$ cat src/rtl/spi_master_pkg.sv
// -----------------------------------------------------------------------------
// spi_master_pkg
//   Shared definitions for the SPI mode-3 master:
//     - maximum frame width and the width of the frame-length field
//     - SPI mode-3 clock constants (CPOL=1, CPHA=1)
//     - FSM state type
//     - helper to size the shared half-period / gap counter
// -----------------------------------------------------------------------------
package spi_master_pkg;

  // Widest frame the master can shift (frame length field is nbits-1).
  localparam int unsigned SPI_MAX_BITS = 32;
  localparam int unsigned SPI_NBITS_W  = 5;

  // Mode 3: SCLK idles high. Data is launched on the falling edge and
  // sampled on the rising edge; the FSM below hard-codes that phase.
  localparam logic SPI_CPOL = 1'b1;

  typedef enum logic [2:0] {
    ST_IDLE,   // waiting for a request, spi_ready high
    ST_SETUP,  // CSn low, SCLK high, first MOSI bit presented
    ST_LOW,    // SCLK low half-period
    ST_HIGH,   // SCLK high half-period
    ST_GAP     // CSn high recovery time before ready
  } spi_state_t;

  // Bits needed to count 0 .. max_count-1 (never less than one bit).
  function automatic int unsigned spi_cnt_width(input int unsigned max_count);
    int unsigned w;
    w = $clog2(max_count);
    return (w == 0) ? 1 : w;
  endfunction

endpackage

$ cat src/rtl/spi_master_clk_tick.sv
// -----------------------------------------------------------------------------
// spi_master_clk_tick
//   Shared phase counter for the SPI master. Counts 0..i_limit and raises
//   o_tick during the final count; wraps to zero after a tick so every
//   state/phase sees a fresh count. i_restart holds the counter at zero.
//
// Ports
//   clk_in     in  1      system clock
//   nrst       in  1      asynchronous active-low reset
//   i_restart  in  1      hold counter at zero
//   i_limit    in  CNT_W  terminal count (phase length minus one)
//   o_tick     out 1      high on the last cycle of the phase
// -----------------------------------------------------------------------------
module spi_master_clk_tick #(
  parameter int unsigned CNT_W = 2
) (
  input  logic             clk_in,
  input  logic             nrst,
  input  logic             i_restart,
  input  logic [CNT_W-1:0] i_limit,
  output logic             o_tick
);

  logic [CNT_W-1:0] r_cnt;

  assign o_tick = (r_cnt == i_limit);

  always_ff @(posedge clk_in or negedge nrst) begin
    if (!nrst) begin
      r_cnt <= '0;
    end else if (i_restart || o_tick) begin
      r_cnt <= '0;
    end else begin
      r_cnt <= r_cnt + CNT_W'(1);
    end
  end

endmodule

$ cat src/rtl/spi_master.sv
// -----------------------------------------------------------------------------
// spi_master
//   SPI mode-3 (CPOL=1, CPHA=1) master. Shifts one variable-length frame,
//   MSB first, per accepted request and returns the received bits
//   right-aligned in spi_miso_data.
//
// Parameters
//   CLK_DIV  clk_in cycles per SCLK half-period (>=1)
//   CS_GAP   clk_in cycles CSn stays high after a frame before ready (>=1)
//
// Ports
//   clk_in         in   1   system clock, rising edge
//   nrst           in   1   asynchronous active-low reset
//   spi_mosi_data  in   32  frame to send, bit spi_nbits goes first
//   spi_nbits      in   5   frame length minus one
//   spi_request    in   1   level request, taken only when idle and ready
//   spi_ready      out  1   idle, spi_miso_data valid
//   spi_miso_data  out  32  received frame, right-aligned
//   spi_sclk       out  1   serial clock, idles high
//   spi_csn        out  1   chip select, active low
//   spi_mosi       out  1   serial data out
//   spi_miso       in   1   serial data in
// -----------------------------------------------------------------------------
module spi_master
  import spi_master_pkg::*;
#(
  parameter int unsigned CLK_DIV = 4,
  parameter int unsigned CS_GAP  = 4
) (
  input  logic                    clk_in,
  input  logic                    nrst,
  input  logic [SPI_MAX_BITS-1:0] spi_mosi_data,
  input  logic [SPI_NBITS_W-1:0]  spi_nbits,
  input  logic                    spi_request,
  output logic                    spi_ready,
  output logic [SPI_MAX_BITS-1:0] spi_miso_data,
  output logic                    spi_sclk,
  output logic                    spi_csn,
  output logic                    spi_mosi,
  input  logic                    spi_miso
);

  // One counter serves both the SCLK half-periods and the CSn gap, so it is
  // sized for the longer of the two.
  localparam int unsigned CNT_W =
    spi_cnt_width((CLK_DIV > CS_GAP) ? CLK_DIV : CS_GAP);
  localparam logic [CNT_W-1:0] DIV_LAST = CNT_W'(CLK_DIV - 1);
  localparam logic [CNT_W-1:0] GAP_LAST = CNT_W'(CS_GAP - 1);

  spi_state_t                r_state;
  logic [SPI_MAX_BITS-1:0]   r_tx_data;
  logic [SPI_NBITS_W-1:0]    r_bit_cnt;
  logic [SPI_MAX_BITS-1:0]   r_rx_shift;
  logic [SPI_MAX_BITS-1:0]   r_miso_data;
  logic                      r_ready;
  logic                      r_sclk;
  logic                      r_csn;
  logic                      r_mosi;

  logic                      w_tick;
  logic                      w_restart;
  logic [CNT_W-1:0]          w_limit;

  // Counter is parked at zero while idle, so the first SETUP cycle after
  // acceptance starts a full half-period.
  assign w_restart = (r_state == ST_IDLE);
  assign w_limit   = (r_state == ST_GAP) ? GAP_LAST : DIV_LAST;

  spi_master_clk_tick #(
    .CNT_W (CNT_W)
  ) u_clk_tick (
    .clk_in    (clk_in),
    .nrst      (nrst),
    .i_restart (w_restart),
    .i_limit   (w_limit),
    .o_tick    (w_tick)
  );

  always_ff @(posedge clk_in or negedge nrst) begin
    if (!nrst) begin
      r_state     <= ST_IDLE;
      r_tx_data   <= '0;
      r_bit_cnt   <= '0;
      r_rx_shift  <= '0;
      r_miso_data <= '0;
      r_ready     <= 1'b1;
      r_sclk      <= SPI_CPOL;
      r_csn       <= 1'b1;
      r_mosi      <= 1'b0;
    end else begin
      case (r_state)
        ST_IDLE: begin
          if (spi_request && r_ready) begin
            // Frame and length are captured here; later input changes
            // do not affect the frame in flight.
            r_tx_data  <= spi_mosi_data;
            r_bit_cnt  <= spi_nbits;
            r_mosi     <= spi_mosi_data[spi_nbits];
            r_rx_shift <= '0;
            r_ready    <= 1'b0;
            r_csn      <= 1'b0;
            r_state    <= ST_SETUP;
          end
        end

        ST_SETUP: begin
          if (w_tick) begin
            r_sclk  <= 1'b0;
            r_state <= ST_LOW;
          end
        end

        ST_LOW: begin
          if (w_tick) begin
            // Rising SCLK edge: slave data has been stable for a full
            // half-period, sample it now.
            r_sclk     <= 1'b1;
            r_rx_shift <= {r_rx_shift[SPI_MAX_BITS-2:0], spi_miso};
            r_state    <= ST_HIGH;
          end
        end

        ST_HIGH: begin
          if (w_tick) begin
            if (r_bit_cnt == '0) begin
              r_csn   <= 1'b1;
              r_mosi  <= 1'b0;
              r_state <= ST_GAP;
            end else begin
              r_bit_cnt <= r_bit_cnt - 1'b1;
              r_mosi    <= r_tx_data[r_bit_cnt - 1'b1];
              r_sclk    <= 1'b0;
              r_state   <= ST_LOW;
            end
          end
        end

        ST_GAP: begin
          if (w_tick) begin
            // Result is published on the same edge ready rises, and held
            // until the next frame completes.
            r_miso_data <= r_rx_shift;
            r_ready     <= 1'b1;
            r_state     <= ST_IDLE;
          end
        end

        default: begin
          r_state <= ST_IDLE;
        end
      endcase
    end
  end

  assign spi_ready     = r_ready;
  assign spi_miso_data = r_miso_data;
  assign spi_sclk      = r_sclk;
  assign spi_csn       = r_csn;
  assign spi_mosi      = r_mosi;

endmodule

$ cat config.mk
export PLATFORM = sky130hd
export DESIGN_NAME = spi_master
export DESIGN_NICKNAME = d
export VERILOG_FILES = /design/src/rtl/spi_master_pkg.sv /design/src/rtl/spi_master_clk_tick.sv /design/src/rtl/spi_master.sv
export SDC_FILE = /design/constraint.sdc
export NUM_CORES = 1
export LEC_CHECK = 0
export CORE_MARGIN = 8
export CORE_UTILIZATION = 55
export CTS_BUF_LIST = sky130_fd_sc_hd__clkbuf_4 sky130_fd_sc_hd__clkbuf_8
export CTS_CLUSTER_DIAMETER = 40
export DETAILED_ROUTE_END_ITERATION = 6
export GPL_ROUTABILITY_DRIVEN = 1
export PLACE_DENSITY = 0.81
export SLEW_MARGIN = 10
export SYNTH_ARGS = -nofsm -noshare
export SYNTH_HDL_FRONTEND = slang
export SYNTH_SLANG_ARGS = --single-unit
$ cat constraint.sdc
create_clock -name clk_in -period 6.2 [get_ports clk_in]
set_clock_uncertainty 0.05 [all_clocks]
set_input_delay 1.24 -clock clk_in [delete_from_list [all_inputs] [get_ports clk_in]]
set_output_delay 1.24 -clock clk_in [all_outputs]
set_load 0.02 [all_outputs]
==> run summary <==
The number of flops mapped to enable cells by yosys came out at 0. The run gives 0 as the final-report setup violation count. Post-synthesis register bit count: 110. Max-capacitance violation count: 0. The async set-or-reset flop fraction in the synthesized netlist is 1.00, and the first-pass GRT wire length is 17800 um. Sum of overflow across all layers after global routing: 0. In this run the critical register-to-register path is launched from r_bit_cnt[0]. Across the whole layout, storage elements account for 2760 um2. The startpoint type of the worst setup path was a primary input. The critical register-to-register path endpoint was spi_mosi. The portion of synthesized cell area occupied by the leading cell type is 0.539. The core outline area is 8760 um2. The worst path buffer plus inverter count works out to 1.

For this run, the leading register cell type out of synthesis is dfrtp_1. The floorplan step set the die height to 111 um. Worst reg-to-reg path cell count: 7. The signal on the critical path passes through clkdlybuf4s50_1, mux4_2, nor2_1, o41ai_2, o221ai_1, a211oi_1.

After detailed routing, the wire length on met1 is 4320 um. For the worst setup path, the data arrival time is 3.28 ns. The fraction of final layout cells sized beyond drive strength 1 came out at 0.0899. Based on the critical path, the design can be clocked at up to 326 MHz.

Setup total negative slack on the finished layout was measured at 0 ns. TritonCTS built the clock tree. In the synthesized netlist, the number of instances is 398. Number of setup buffers added after CTS: 0.

The largest individual stage delay along the critical path comes from the cell clkdlybuf4s50_1. The run gives 0 as the hold violation total from the final report. The number of rows in the core area was 34; the number of design rule violations left after detail routing was 0. The final layout contains routed wiring with a total length of 10500 um. The hold-critical path depth was 1.

The ratio of final minimum period to clock period was 0.495; the clock latency at the later pin of the worst-skew pair was 0.36 ns. The start point of the worst min-delay path was u_clk_tick.r_cnt[0]. For the starting utilization of the core area, the log shows 0.567. Gates resized during post-CTS repair numbered 0. At the end of the flow, the number of nets in the layout was 506.

The synthesized area per cell is 12.5 um2, and the total count of max-transition violations in the final report is 0. Summing every instance area after synthesis gives 4970 um2. Entering global routing, the biggest net connects 65 pins.

The count of TritonRoute iterations in the first routing pass is 5, and the number of levels the H-tree was split into is 3. The total CTS buffers is 9, and the port buffer count is 76. The final worst setup slack came out at 3.13 ns.

The run finished with clean final reports. The routed layout has 3363 vias. Setup repair after global routing left no endpoint under its margin.

By startpoint and endpoint, the worst setup path is classified as in -> reg. At the pin with the least slew margin, the transition time is 0.784 ns. The biggest area contributor in the post-synthesis netlist is dfrtp_1. The top layer used by detailed routing is met4. The per-cell via count in the routed design works out to 5.85. The floorplan step defined a die boundary enclosing 12300 um2. In this run, the number of DRC markers left after iteration 0 of detailed routing was 139.

The run gives 0.126 mV as the worst vdd rail ir drop. After legalization and detailed placement, the total HPWL measured 7430 um. Clock tree synthesis found a total of 110 sinks. Routed wire length per instance: 18.3 um. The number of inserted diodes was 0. The number of global-route vias before repair is 3502. The width of the chip came out at 111 um. The number of hold buffers added after CTS was 0. The class of the tightest hold or removal check is reg -> reg. The root buffer selected by CTS is clkbuf_8. OpenSTA, run right after detailed placement, puts the worst setup slack at 2.76 ns.

The cell family contributing the most delay on the critical path is compound AO/OA/AOI/OAI gates. By area the synthesized netlist is led by dfrtp_1 (54%), mux2_1 (15%), nand2_1 (5.3%). Clock-pin slew was measured on the worst setup and hold paths at 0.11 ns. The logs give 0.555 for the part of the Yosys area used for sequential elements and 2 for the maximum buffer depth of the clock tree. The leakage power came out at 0.00271 uW. The number of nets with antenna violations after detailed routing is 0. The destination of the worst hold path is u_clk_tick.r_cnt[0]. The critical path capture point type is a register. The routed design could run at a clock period as short as 3.07 ns. The multi-input combinational cell area was 2060 um2; the delay of the slowest cell on the worst path was 0.67 ns.

The logs give 3.49 ns for the worst-case register-to-register setup slack and 5430 um for the met2 wire length. Dividing total power by cell area gives a power density of 199 nW/um2. Final design utilization: 0.677.

The number of ports placed on the die boundary was 77. The largest driver fanout on the critical path is 10. The routed design uses 560 um of met3 wire. Compared with the post-synthesis result, the final layout area differs by 19.4%.

The total of warnings raised by yosys was 0. Routability-driven placement finished with a final weighted congestion of 0.835. The filler cells instantiated in the layout total 645.

The logs give 0.175 for the overall global routing resource usage and 0 for the number of antenna violations at the first check in global routing. The synthesized net count is 441, and the number of different library cells in the post-synthesis netlist is 42. The number of logic stages on the critical path including buffering was 6; the relative slew slack was 0.477. The required time of the worst setup path was 6.41 ns.
synthesized netlist by cell type, types with 2 or more instances:
cell,n
a211oi_1,4
a21oi_1,7
a31oi_1,2
and3_1,2
buf_2,14
buf_4,2
buf_6,2
clkbuf_1,7
dfrtp_1,107
dfstp_2,3
ha_1,2
inv_1,3
mux2_1,65
mux2_2,2
mux2i_1,7
mux4_1,6
mux4_2,9
nand2_1,70
nand3_1,6
nor2_1,11
nor3_1,5
nor3b_1,3
o21ai_0,3
o21ai_1,36
o21ai_2,2
or3_1,2
power breakdown:
part	switching (uW)	internal (uW)	total (uW)
Combinational	28.2	32.0	60.2
Clock	249	153	402
Sequential	0	717	717
Total	278	902	1180
final cells by class:
cell class | count | area share
sequential | 110 | 0.464
multi-input combinational | 258 | 0.347
timing repair buffer | 80 | 0.133
tap | 108 | 0.0228
clock buffer | 9 | 0.0209
clock inverter | 6 | 0.00928
inverter | 4 | 0.00253
flip-flops by register name, summed over array words and instances (netlist names):
signal and cells:
spi_csn 1, spi_sclk 1, u_clk_tick.r_cnt 2, r_tx_data 32
spi_miso_data 32, r_rx_shift 32, spi_ready 1, spi_mosi 1
r_bit_cnt 5, r_state 3
placed cells by master, fill, tap and decap left out, types with 3 or more instances in the layout:
cell / count
dfrtp_1: 107
clkdlybuf4s50_1: 75
nand2_1: 70
mux2_1: 65
o21ai_1: 36
nor2_1: 11
mux4_2: 9
clkbuf_8: 9
mux2i_1: 7
nand3_1: 6
a21oi_1: 6
mux4_1: 6
nor3_1: 5
buf_4: 5
a211oi_1: 4
inv_1: 3
o21ai_0: 3
dfstp_2: 3
cell families after synthesis:
family / after synthesis / share of synthesized area
fa+ha+maj: 2 / 0.00503
buf+inv: 30 / 0.0340
compound gates: 60 / 0.0697
mux: 89 / 0.238
flops: 110 / 0.555
xor+xnor: 2 / 0.00353
simple gates: 105 / 0.0947
through the flow:
| stage | cells | hold slack, ns | power [uW] | area, um2 |
|---|---|---|---|---|
| floorplan | 398 | 0.365 | 748 | 4970 |
| global placement | 560 | 0.377 | 792 | 5760 |
| detailed placement | 560 | 0.397 | 792 | 5760 |
| CTS | 575 | 0.412 | 1190 | 5930 |
| global route | 575 | 0.425 | 1220 | 5930 |
| finish | 575 | 0.408 | 1180 | 5930 |
how the worst max path moves through the flow:
stage          slack, ns       end    startpoint
4_1_cts             3.15  spi_mosi  spi_nbits[0]
5_1_grt             2.98  spi_mosi  spi_nbits[0]
3_5_place_dp        2.76  spi_mosi  spi_nbits[0]
3_3_place_gp        2.88  spi_mosi  spi_nbits[0]
2_1_floorplan       3.65  spi_mosi  spi_nbits[0]
6_report            3.13  spi_mosi  spi_nbits[0]
per-layer routing:
layer | up-vias | track usage
met4 | 0 | 0.0747
met3 | 21 | 0.0373
met2 | 105 | 0.294
met1 | 1701 | 0.214
li1 | 1536 | -
met5 | - | 0
Power figures use the tool's default switching activity.
